`src/rtl/vga_timing_pkg.sv`:
```
// Shared 640x480@60 timing constants, monitor state encoding and output widths.
package vga_timing_pkg;

    localparam int DEF_H_TOTAL  = 800;
    localparam int DEF_H_SYNC   = 96;
    localparam int DEF_H_BP     = 48;
    localparam int DEF_H_ACTIVE = 640;
    localparam int DEF_V_TOTAL  = 525;
    localparam int DEF_V_SYNC   = 2;
    localparam int DEF_V_BP     = 33;
    localparam int DEF_V_ACTIVE = 480;

    localparam int COL_W = 10;
    localparam int ROW_W = 9;
    localparam int LIT_W = 19;

    typedef enum logic [1:0] {
        SEARCH,
        ACQUIRE,
        LOCKED
    } mon_state_t;

    function automatic logic [9:0] sat_inc10(input logic [9:0] v);
        return (v == 10'h3FF) ? v : v + 10'd1;
    endfunction

endpackage

```
`src/rtl/sync_edge_detect.sv`:
```
// Samples a sync line on pix_en and flags the assertion edge in the same pix_en cycle.
// Latency: combinational pulse from the sample; no backpressure, driven purely by pix_en.
module sync_edge_detect #(
    parameter logic SYNC_POL = 1'b0
) (
    input  logic CLK,
    input  logic RESET_N,
    input  logic pix_en,
    input  logic sync_in,
    output logic assert_edge
);

    logic prev_q;

    // Reset to the idle level so a stream starting inside a sync pulse is seen as an edge.
    always_ff @(posedge CLK) begin
        if (!RESET_N) begin
            prev_q <= ~SYNC_POL;
        end else if (pix_en) begin
            prev_q <= sync_in;
        end
    end

    assign assert_edge = pix_en && (sync_in == SYNC_POL) && (prev_q != SYNC_POL);

endmodule

```
`src/rtl/vga_frame_monitor.sv`:
```
// Recovers de/col/row from hs/vs, checks line/frame length, tracks lock and counts lit pixels.
// Latency: de/col/row/pix_rgb one pix_en after the sample; no backpressure, pix_en-paced.
module vga_frame_monitor
    import vga_timing_pkg::*;
#(
    parameter int   H_TOTAL     = DEF_H_TOTAL,
    parameter int   H_SYNC      = DEF_H_SYNC,
    parameter int   H_BP        = DEF_H_BP,
    parameter int   H_ACTIVE    = DEF_H_ACTIVE,
    parameter int   V_TOTAL     = DEF_V_TOTAL,
    parameter int   V_SYNC      = DEF_V_SYNC,
    parameter int   V_BP        = DEF_V_BP,
    parameter int   V_ACTIVE    = DEF_V_ACTIVE,
    parameter logic SYNC_POL    = 1'b0,
    parameter int   LOCK_FRAMES = 2
) (
    input  logic             CLK,
    input  logic             RESET_N,
    input  logic             pix_en,
    input  logic             hs,
    input  logic             vs,
    input  logic [3:0]       r,
    input  logic [3:0]       g,
    input  logic [3:0]       b,
    input  logic             clr_err,
    output logic             locked,
    output logic             de,
    output logic [COL_W-1:0] col,
    output logic [ROW_W-1:0] row,
    output logic [11:0]      pix_rgb,
    output logic             frame_done,
    output logic [LIT_W-1:0] lit_count,
    output logic [15:0]      frame_count,
    output logic             err_hline,
    output logic             err_vframe
);

    localparam logic [9:0]  H_LO    = 10'(H_SYNC + H_BP);
    localparam logic [9:0]  H_HI    = 10'(H_SYNC + H_BP + H_ACTIVE - 1);
    localparam logic [9:0]  V_LO    = 10'(V_SYNC + V_BP);
    localparam logic [9:0]  V_HI    = 10'(V_SYNC + V_BP + V_ACTIVE - 1);
    localparam logic [10:0] H_LEN   = 11'(H_TOTAL);
    localparam logic [10:0] V_LEN   = 11'(V_TOTAL);
    localparam logic [3:0]  LOCK_C  = 4'(LOCK_FRAMES);

    logic             hs_edge, vs_edge;
    mon_state_t       state;
    logic [9:0]       hcnt, vcnt, h_nxt, v_nxt;
    logic             h_armed, v_armed, frame_bad;
    logic [3:0]       clean_cnt, clean_nxt;
    logic [LIT_W-1:0] lit_acc;
    logic             h_mis, v_mis, in_win, de_nxt;
    logic [11:0]      rgb;

    sync_edge_detect #(.SYNC_POL(SYNC_POL)) u_hs_edge (
        .CLK         (CLK),
        .RESET_N     (RESET_N),
        .pix_en      (pix_en),
        .sync_in     (hs),
        .assert_edge (hs_edge)
    );

    sync_edge_detect #(.SYNC_POL(SYNC_POL)) u_vs_edge (
        .CLK         (CLK),
        .RESET_N     (RESET_N),
        .pix_en      (pix_en),
        .sync_in     (vs),
        .assert_edge (vs_edge)
    );

    // Position of the current sample: the edge sample itself is column/line 0.
    assign h_nxt     = hs_edge ? 10'd0 : sat_inc10(hcnt);
    assign v_nxt     = vs_edge ? 10'd0 : (hs_edge ? sat_inc10(vcnt) : vcnt);
    assign h_mis     = hs_edge && h_armed && (({1'b0, hcnt} + 11'd1) != H_LEN);
    assign v_mis     = vs_edge && v_armed && (({1'b0, vcnt} + 11'd1) != V_LEN);
    assign in_win    = (h_nxt >= H_LO) && (h_nxt <= H_HI) && (v_nxt >= V_LO) && (v_nxt <= V_HI);
    assign de_nxt    = locked && in_win;
    assign rgb       = {r, g, b};
    assign clean_nxt = clean_cnt + 4'd1;

    always_ff @(posedge CLK) begin
        frame_done <= 1'b0;
        if (!RESET_N) begin
            state       <= SEARCH;
            locked      <= 1'b0;
            de          <= 1'b0;
            col         <= '0;
            row         <= '0;
            pix_rgb     <= '0;
            lit_count   <= '0;
            frame_count <= '0;
            err_hline   <= 1'b0;
            err_vframe  <= 1'b0;
            hcnt        <= '0;
            vcnt        <= '0;
            h_armed     <= 1'b0;
            v_armed     <= 1'b0;
            frame_bad   <= 1'b0;
            clean_cnt   <= '0;
            lit_acc     <= '0;
        end else if (pix_en) begin
            hcnt    <= h_nxt;
            vcnt    <= v_nxt;
            de      <= de_nxt;
            col     <= de_nxt ? COL_W'(h_nxt - H_LO) : '0;
            row     <= de_nxt ? ROW_W'(v_nxt - V_LO) : '0;
            pix_rgb <= de_nxt ? rgb : '0;

            if (hs_edge) h_armed <= 1'b1;
            if (vs_edge) v_armed <= 1'b1;

            err_hline  <= h_mis | (err_hline & ~clr_err);
            err_vframe <= v_mis | (err_vframe & ~clr_err);

            if (vs_edge) begin
                frame_done <= 1'b1;
                lit_count  <= locked ? lit_acc : '0;
                lit_acc    <= '0;
                frame_bad  <= 1'b0;
                if (locked && !v_mis) frame_count <= frame_count + 16'd1;
            end else begin
                if (de_nxt && (rgb != 12'h000)) lit_acc <= lit_acc + 1'b1;
                if (h_mis) frame_bad <= 1'b1;
            end

            // Placed last so a drop to SEARCH overrides the arming above.
            case (state)
                SEARCH: begin
                    if (vs_edge) begin
                        state     <= ACQUIRE;
                        clean_cnt <= '0;
                    end
                end
                ACQUIRE: begin
                    if (h_mis || v_mis) begin
                        clean_cnt <= '0;
                    end else if (vs_edge && !frame_bad) begin
                        clean_cnt <= clean_nxt;
                        if (clean_nxt >= LOCK_C) begin
                            state  <= LOCKED;
                            locked <= 1'b1;
                        end
                    end
                end
                LOCKED: begin
                    if (h_mis || v_mis) begin
                        state   <= SEARCH;
                        locked  <= 1'b0;
                        h_armed <= 1'b0;
                        v_armed <= 1'b0;
                    end
                end
                default: begin
                    state  <= SEARCH;
                    locked <= 1'b0;
                end
            endcase
        end
    end

endmodule

```
`config.mk`:
```
export PLATFORM = sky130hd
export DESIGN_NAME = vga_frame_monitor
export DESIGN_NICKNAME = d
export VERILOG_FILES = /design/src/rtl/vga_timing_pkg.sv /design/src/rtl/sync_edge_detect.sv /design/src/rtl/vga_frame_monitor.sv
export SDC_FILE = /design/constraint.sdc
export NUM_CORES = 1
export LEC_CHECK = 0
export CAP_MARGIN = 20
export CORE_MARGIN = 2
export CORE_UTILIZATION = 35
export DETAILED_ROUTE_END_ITERATION = 10
export GPL_ROUTABILITY_DRIVEN = 1
export PLACE_DENSITY = 0.54
export SYNTH_ARGS = -nofsm -noshare
export SYNTH_HDL_FRONTEND = slang
export SYNTH_SLANG_ARGS = --single-unit
```
`constraint.sdc`:
```
create_clock -name CLK -period 4.1 [get_ports CLK]
set_input_delay 1.025 -clock CLK [delete_from_list [all_inputs] [get_ports CLK]]
set_output_delay 1.025 -clock CLK [all_outputs]
set_load 0.05 [all_outputs]
```
==> results of run 1 <==
[report_power, final]
part           internal, uW  total [uW]  switching (uW)
logic                  57.4         144            86.1
registers              1190        1200            15.0
clock network           851        1370             517
[cells by family (layout without fill, tap and decap cells)]
| group | after synthesis | after routing | share of synthesized area |
|---|---|---|---|
| adders and majority gates | 12 | 12 | 0.0249 |
| muxes | 13 | 13 | 0.0216 |
| xor gates and xnor gates | 26 | 26 | 0.0378 |
| and+or+nand+nor | 303 | 303 | 0.271 |
| AOI/OAI and AO/OA | 177 | 177 | 0.196 |
| buffers and inverters | 62 | 193 | 0.0467 |
| DFF | 121 | 121 | 0.402 |
[worst register-to-register path: stages, from the launching register on]
cell	delay, ps
dfxtp_1	470
ha_1	530
nand4b_1	330
a211oi_2	260
nor3_1	100
or4_1	520
o31a_1	280
or3_4	410
buf_12	170
or3_1	350
a21oi_1	170
[layer usage]
metal | GRT usage | routed length, um
met5 | 0 | 0
met4 | 0.0619 | 340
met3 | 0.0464 | 1030
met2 | 0.314 | 7970
met1 | 0.241 | 7600
[layout make-up]
cell class                      instances  area share
Multi-Input combinational cell        531       0.417
Timing Repair Buffer                  147       0.171
Clock buffer                           21      0.0576
Sequential cell                       121       0.303
Inverter                               16     0.00752
Clock inverter                          9     0.00956
Tap cell                              220      0.0345
[metrics by stage]
stage | cell area, sq um | power (uW) | instances | setup slack [ps] | hold WS [ps]
after detailed placement | 7450 | 1370 | 1035 | -208 | 462
after CTS | 7990 | 2750 | 1065 | 180 | 470
after global placement | 7440 | 1360 | 1034 | -92.4 | 461
after global routing | 7990 | 2810 | 1065 | 16.8 | 484
final | 7990 | 2710 | 1065 | 141 | 466
after floorplan | 6030 | 1300 | 714 | 105 | 440
[worst min path at each step]
stage / startpoint / end / slack, ps
CTS: col[7]$_SDFFE_PN0P_ / col[7]$_SDFFE_PN0P_ / 470
global placement: col[7]$_SDFFE_PN0P_ / col[7]$_SDFFE_PN0P_ / 460
floorplan: h_armed$_SDFFE_PN0P_ / h_armed$_SDFFE_PN0P_ / 440
global route: lit_count[13]$_SDFFE_PN0P_ / lit_count[13]$_SDFFE_PN0P_ / 480
finish: col[7]$_SDFFE_PN0P_ / col[7]$_SDFFE_PN0P_ / 470
detailed placement: col[7]$_SDFFE_PN0P_ / col[7]$_SDFFE_PN0P_ / 460
[state kept, by name (all words and copies together), names as in the netlist, 2 cells and up]
name and cells:
clean_cnt 4, col 10, frame_count 16, hcnt 10, lit_acc 19, lit_count 19
pix_rgb 12, row 9, state 2, vcnt 10
[placed cells by master (no fill, tap or decap), drive strengths merged, types with 5 or more instances in the layout]
| cell type | instances |
|---|---|
| and3 | 15 |
| mux2i | 13 |
| clkbuf | 21 |
| nor2b | 18 |
| a22o | 20 |
| nor4 | 10 |
| buf | 59 |
| nor3 | 20 |
| inv | 16 |
| and4 | 5 |
| clkinv | 7 |
| ha | 12 |
| and2 | 10 |
| a211oi | 5 |
| o21ai | 40 |
| xnor2 | 15 |
| a31oi | 9 |
| nor2 | 78 |
| clkdlybuf4s50 | 88 |
| xor2 | 11 |
| or3 | 27 |
| a22oi | 11 |
| nand2b | 8 |
| nand3 | 28 |
| dfxtp | 121 |
| nand2 | 46 |
| nand4 | 20 |
| a21oi | 52 |
==> out/qor.yml, run 1 <==
status: "finished clean"
clk_latency_ps: 410
cp_slowest_cell: "clkdlybuf4s50_1"
setup-tns-final_ps: 0
critPathArrivalTime_ps: 4280
critical_path.startpoint: "pix_en"
hpwl_um: 12200
hold_violations: 0
path_delay_family: "simple AND/OR/NAND/NOR gates"
multi_input_area_sq_um: 3330
postCtsResizedCells: 0
n_fill_cell: 1627
die_w_um: 135
setup_viol: 0
mappedNetlistNets: 744
cts.sinks: 121
cts_setup_buffers: 0
drtIter0Drc: 356
ios: 89
synth_top_area_frac: 0.402
cts_tree: "done"
antennaDiodeCount: 0
rsz0062_at_grt: "no"
num_rows: 47
async_flop_share: 0
final_nets: 864
grt_pass1_wl_um: 27400
cts_htree_levels: 4
leakage_uw: 0.00292
setup.worst_path.end: "lit_acc[16]$_SDFFE_PN0P_"
overflow: 0
ant_nets: 0
track_usage: 0.189
tightest_slew_ps: 796
vdd_drop_max_uv: 251
synthCells: 714
r2r_end: "lit_acc[16]$_SDFFE_PN0P_"
fin_crit_sh: 0.966
grt_pass1_vias: 5490
yosysUniqueCellTypes: 71
rr_startpoint: "vcnt[0]$_SDFFE_PN0P_"
yosysSeqAreaShare: 0.402
gp_congestion: 0.912
area_growth_pct: 32.6
required_ps: 4420
grt_max_degree: 66
r2r_cells: 10
design.die.area_sq_um: 18300
maxSlewViolCount: 0
clk_path_buf_depth: 2
ys_seq_elements: 121
wl_per_cell_um: 15.9
period_minus_slack_ps: 3960
max-cap-violations: 0
worstPathMaxFanout: 35
cp_cell_sequence: "clkdlybuf4s50_1 -> buf_4 -> nand4b_1 -> a211oi_2 -> nor3_1 -> or4_1 -> o31a_1 -> or3_4 -> buf_12 -> or3_1 -> a21oi_1"
via_per_inst: 5.37
core_area_sq_um: 16700
crit_path_start_kind: "input pin"
power_density_nw_per_um2: 340
crit_cells: 11
path_clk_slew_ps: 50
dr.pass1.iters: 5
layout-drive-gt1-share: 0.118
drt_wl_total_um: 16900
avgSynthCellArea_sq_um: 8.44
yosys_warnings: 0
cpPeakStageDelay_ps: 610
slew_headroom: 0.467
ys.flop_type: "dfxtp_1"
critPathBufInv: 3
dieHeight_um: 135
num_vias: 5714
synth_top_area_cell: "dfxtp_1"
r2r_slack_ps: 410
layout.area.seq_sq_um: 2420
initial_core_util: 0.361
synth_top_cells_by_area: "dfxtp_1 (40%), nor2_1 (4.9%), a21oi_1 (4.3%), o21ai_0 (3.3%), a22o_1 (2.9%)"
synthesis.area_sq_um: 6030
cts_made_buffers: 17
synth_edf_count: 0
yosys-top-cells-count: "dfxtp_1 (121), nor2_1 (78), a21oi_1 (52)"
antenna_found_initial: 0
io_buffers: 88
drc: 0
min_path_cells: 2
root_buffer: "clkbuf_16"
hold_class: "reg2reg"
utilization: 0.478
endpoint_kind: "flip-flop"
fmax_mhz: 253
hold_buffers: 0
fin_skew_ps: 6.65
critPathKind: "in2reg"
yosysMostFrequentCell: "dfxtp_1"
Power figures use the tool's default switching activity.
==> run 2: changes to the inputs <==
- CORE_MARGIN: 2 -> 3
- SETUP_SLACK_MARGIN: default -> 0.02
==> run 2 against run 1 <==
Power increased by 3.3%; fmax is 2.9% higher; combinational power about the same; die area is 3.0% higher; largest cell class unchanged; highest routed layer unchanged.
==> out/qor.yml, run 2 (synthesized netlist as in run 1, its figures left out) <==
ios: 89
grt_pass1_vias: 5442
cts.sinks: 121
tightest_slew_ps: 817
max-cap-violations: 0
hpwl_um: 12600
drt_wl_total_um: 17500
crit_path_start_kind: "input pin"
drc: 0
num_rows: 47
clk_path_buf_depth: 2
power_density_nw_per_um2: 351
hold_buffers: 0
maxSlewViolCount: 0
cp_cell_sequence: "clkdlybuf4s50_1 -> buf_4 -> nand2_1 -> nor2_1 -> a21o_1 -> ha_1 -> nand3_1 -> a21oi_1 -> o211a_1 -> o32ai_1 -> buf_4 -> or3_4 -> buf_12 -> or3_1 -> a21oi_1"
wl_per_cell_um: 16.4
gp_congestion: 0.906
io_buffers: 88
layout-drive-gt1-share: 0.114
hold_violations: 0
place_ws_ps: -158
dieHeight_um: 137
reg_top3: "lit_acc: 19 flops, lit_count: 19 flops, frame_count: 16 flops"
num_vias: 5773
area_growth_pct: 32.5
hold_class: "reg2reg"
n_fill_cell: 1622
postCtsResizedCells: 0
layout_common_cells: "dfxtp_1 (121), clkdlybuf4s50_1 (88), nor2_1 (78)"
cp_slowest_cell: "clkdlybuf4s50_1"
required_ps: 4430
cts_htree_levels: 4
clk_latency_ps: 420
placed_cell_area_sq_um: 7410
fin_crit_sh: 0.938
rsz0062_at_grt: "no"
endpoint_kind: "flip-flop"
final_common_cell: "dfxtp_1"
leakage_uw: 0.00291
setup-tns-final_ps: 0
min_path_cells: 2
critPathArrivalTime_ps: 4170
final_nets: 861
setup_viol: 0
cpPeakStageDelay_ps: 620
r2r_cells: 11
root_buffer: "clkbuf_16"
initial_core_util: 0.361
final_area_sq_um: 7990
p_total_uw: 2800
antenna_found_initial: 0
path_clk_slew_ps: 50
critPathKind: "in2reg"
fin_skew_ps: 8.72
drtIter0Drc: 328
utilization: 0.478
cts_setup_buffers: 0
antennaDiodeCount: 0
grt_max_degree: 66
ant_nets: 0
slew_headroom: 0.441
period_minus_slack_ps: 3850
die_w_um: 137
fmax_mhz: 260
overflow: 0
dr.pass1.iters: 5
setup_slack_ps: 252
grt_pass1_wl_um: 28200
track_usage: 0.190
cts_made_buffers: 17
worstPathMaxFanout: 37
status: "finished clean"
design.die.area_sq_um: 18800
core_area_sq_um: 16700
cts_tree: "done"
via_per_inst: 5.43
vdd_drop_max_uv: 304
[run 2: routing by layer]
| layer | part of all wire | global-route usage |
|---|---|---|
| met1 | 0.47 | 0.255 |
| met5 | 0 | 0 |
| met4 | 0.017 | 0.0665 |
| met2 | 0.47 | 0.304 |
| met3 | 0.044 | 0.0416 |
[run 2: final cells by class]
| type | count | area [sq um] | area share |
|---|---|---|---|
| Clock buffer | 24 | 482 | 0.0603 |
| Clock inverter | 7 | 92.6 | 0.0116 |
| Inverter | 16 | 60.1 | 0.00752 |
| Multi-Input combinational cell | 531 | 3330 | 0.417 |
| Sequential cell | 121 | 2420 | 0.303 |
| Tap cell | 220 | 275 | 0.0345 |
| Timing Repair Buffer | 144 | 1330 | 0.166 |
[run 2: final timing paths]
kind / start / end / slack [ps]
worst max-delay path: pix_en / lit_acc[8]$_SDFFE_PN0P_ / 250
worst min-delay path: row[0]$_SDFFE_PN0P_ / row[0]$_SDFFE_PN0P_ / 470
worst max register to register: hcnt[1]$_SDFFE_PN0P_ / lit_acc[8]$_SDFFE_PN0P_ / 390
worst min register to register: row[0]$_SDFFE_PN0P_ / row[0]$_SDFFE_PN0P_ / 470
[run 2: metrics by stage]
step | hold WS (ps) | std cells
after floorplan | 440 | 714
after global placement | 460 | 1031
after detailed placement | 467 | 1032
after CTS | 479 | 1063
after global routing | 490 | 1063
final | 472 | 1063
[run 2: where the power goes]
group	total (uW)	internal (uW)	switching (uW)
Sequential	1200	1190	13.3
Combinational	145	58.2	87.1
Clock	1460	936	521
[run 2: worst max-delay path: cells and delay by family]
family	cells	cell delay, ps
simple gates	5	990
fa+ha+maj	1	150
compound gates	5	750
buf+inv	4	1240
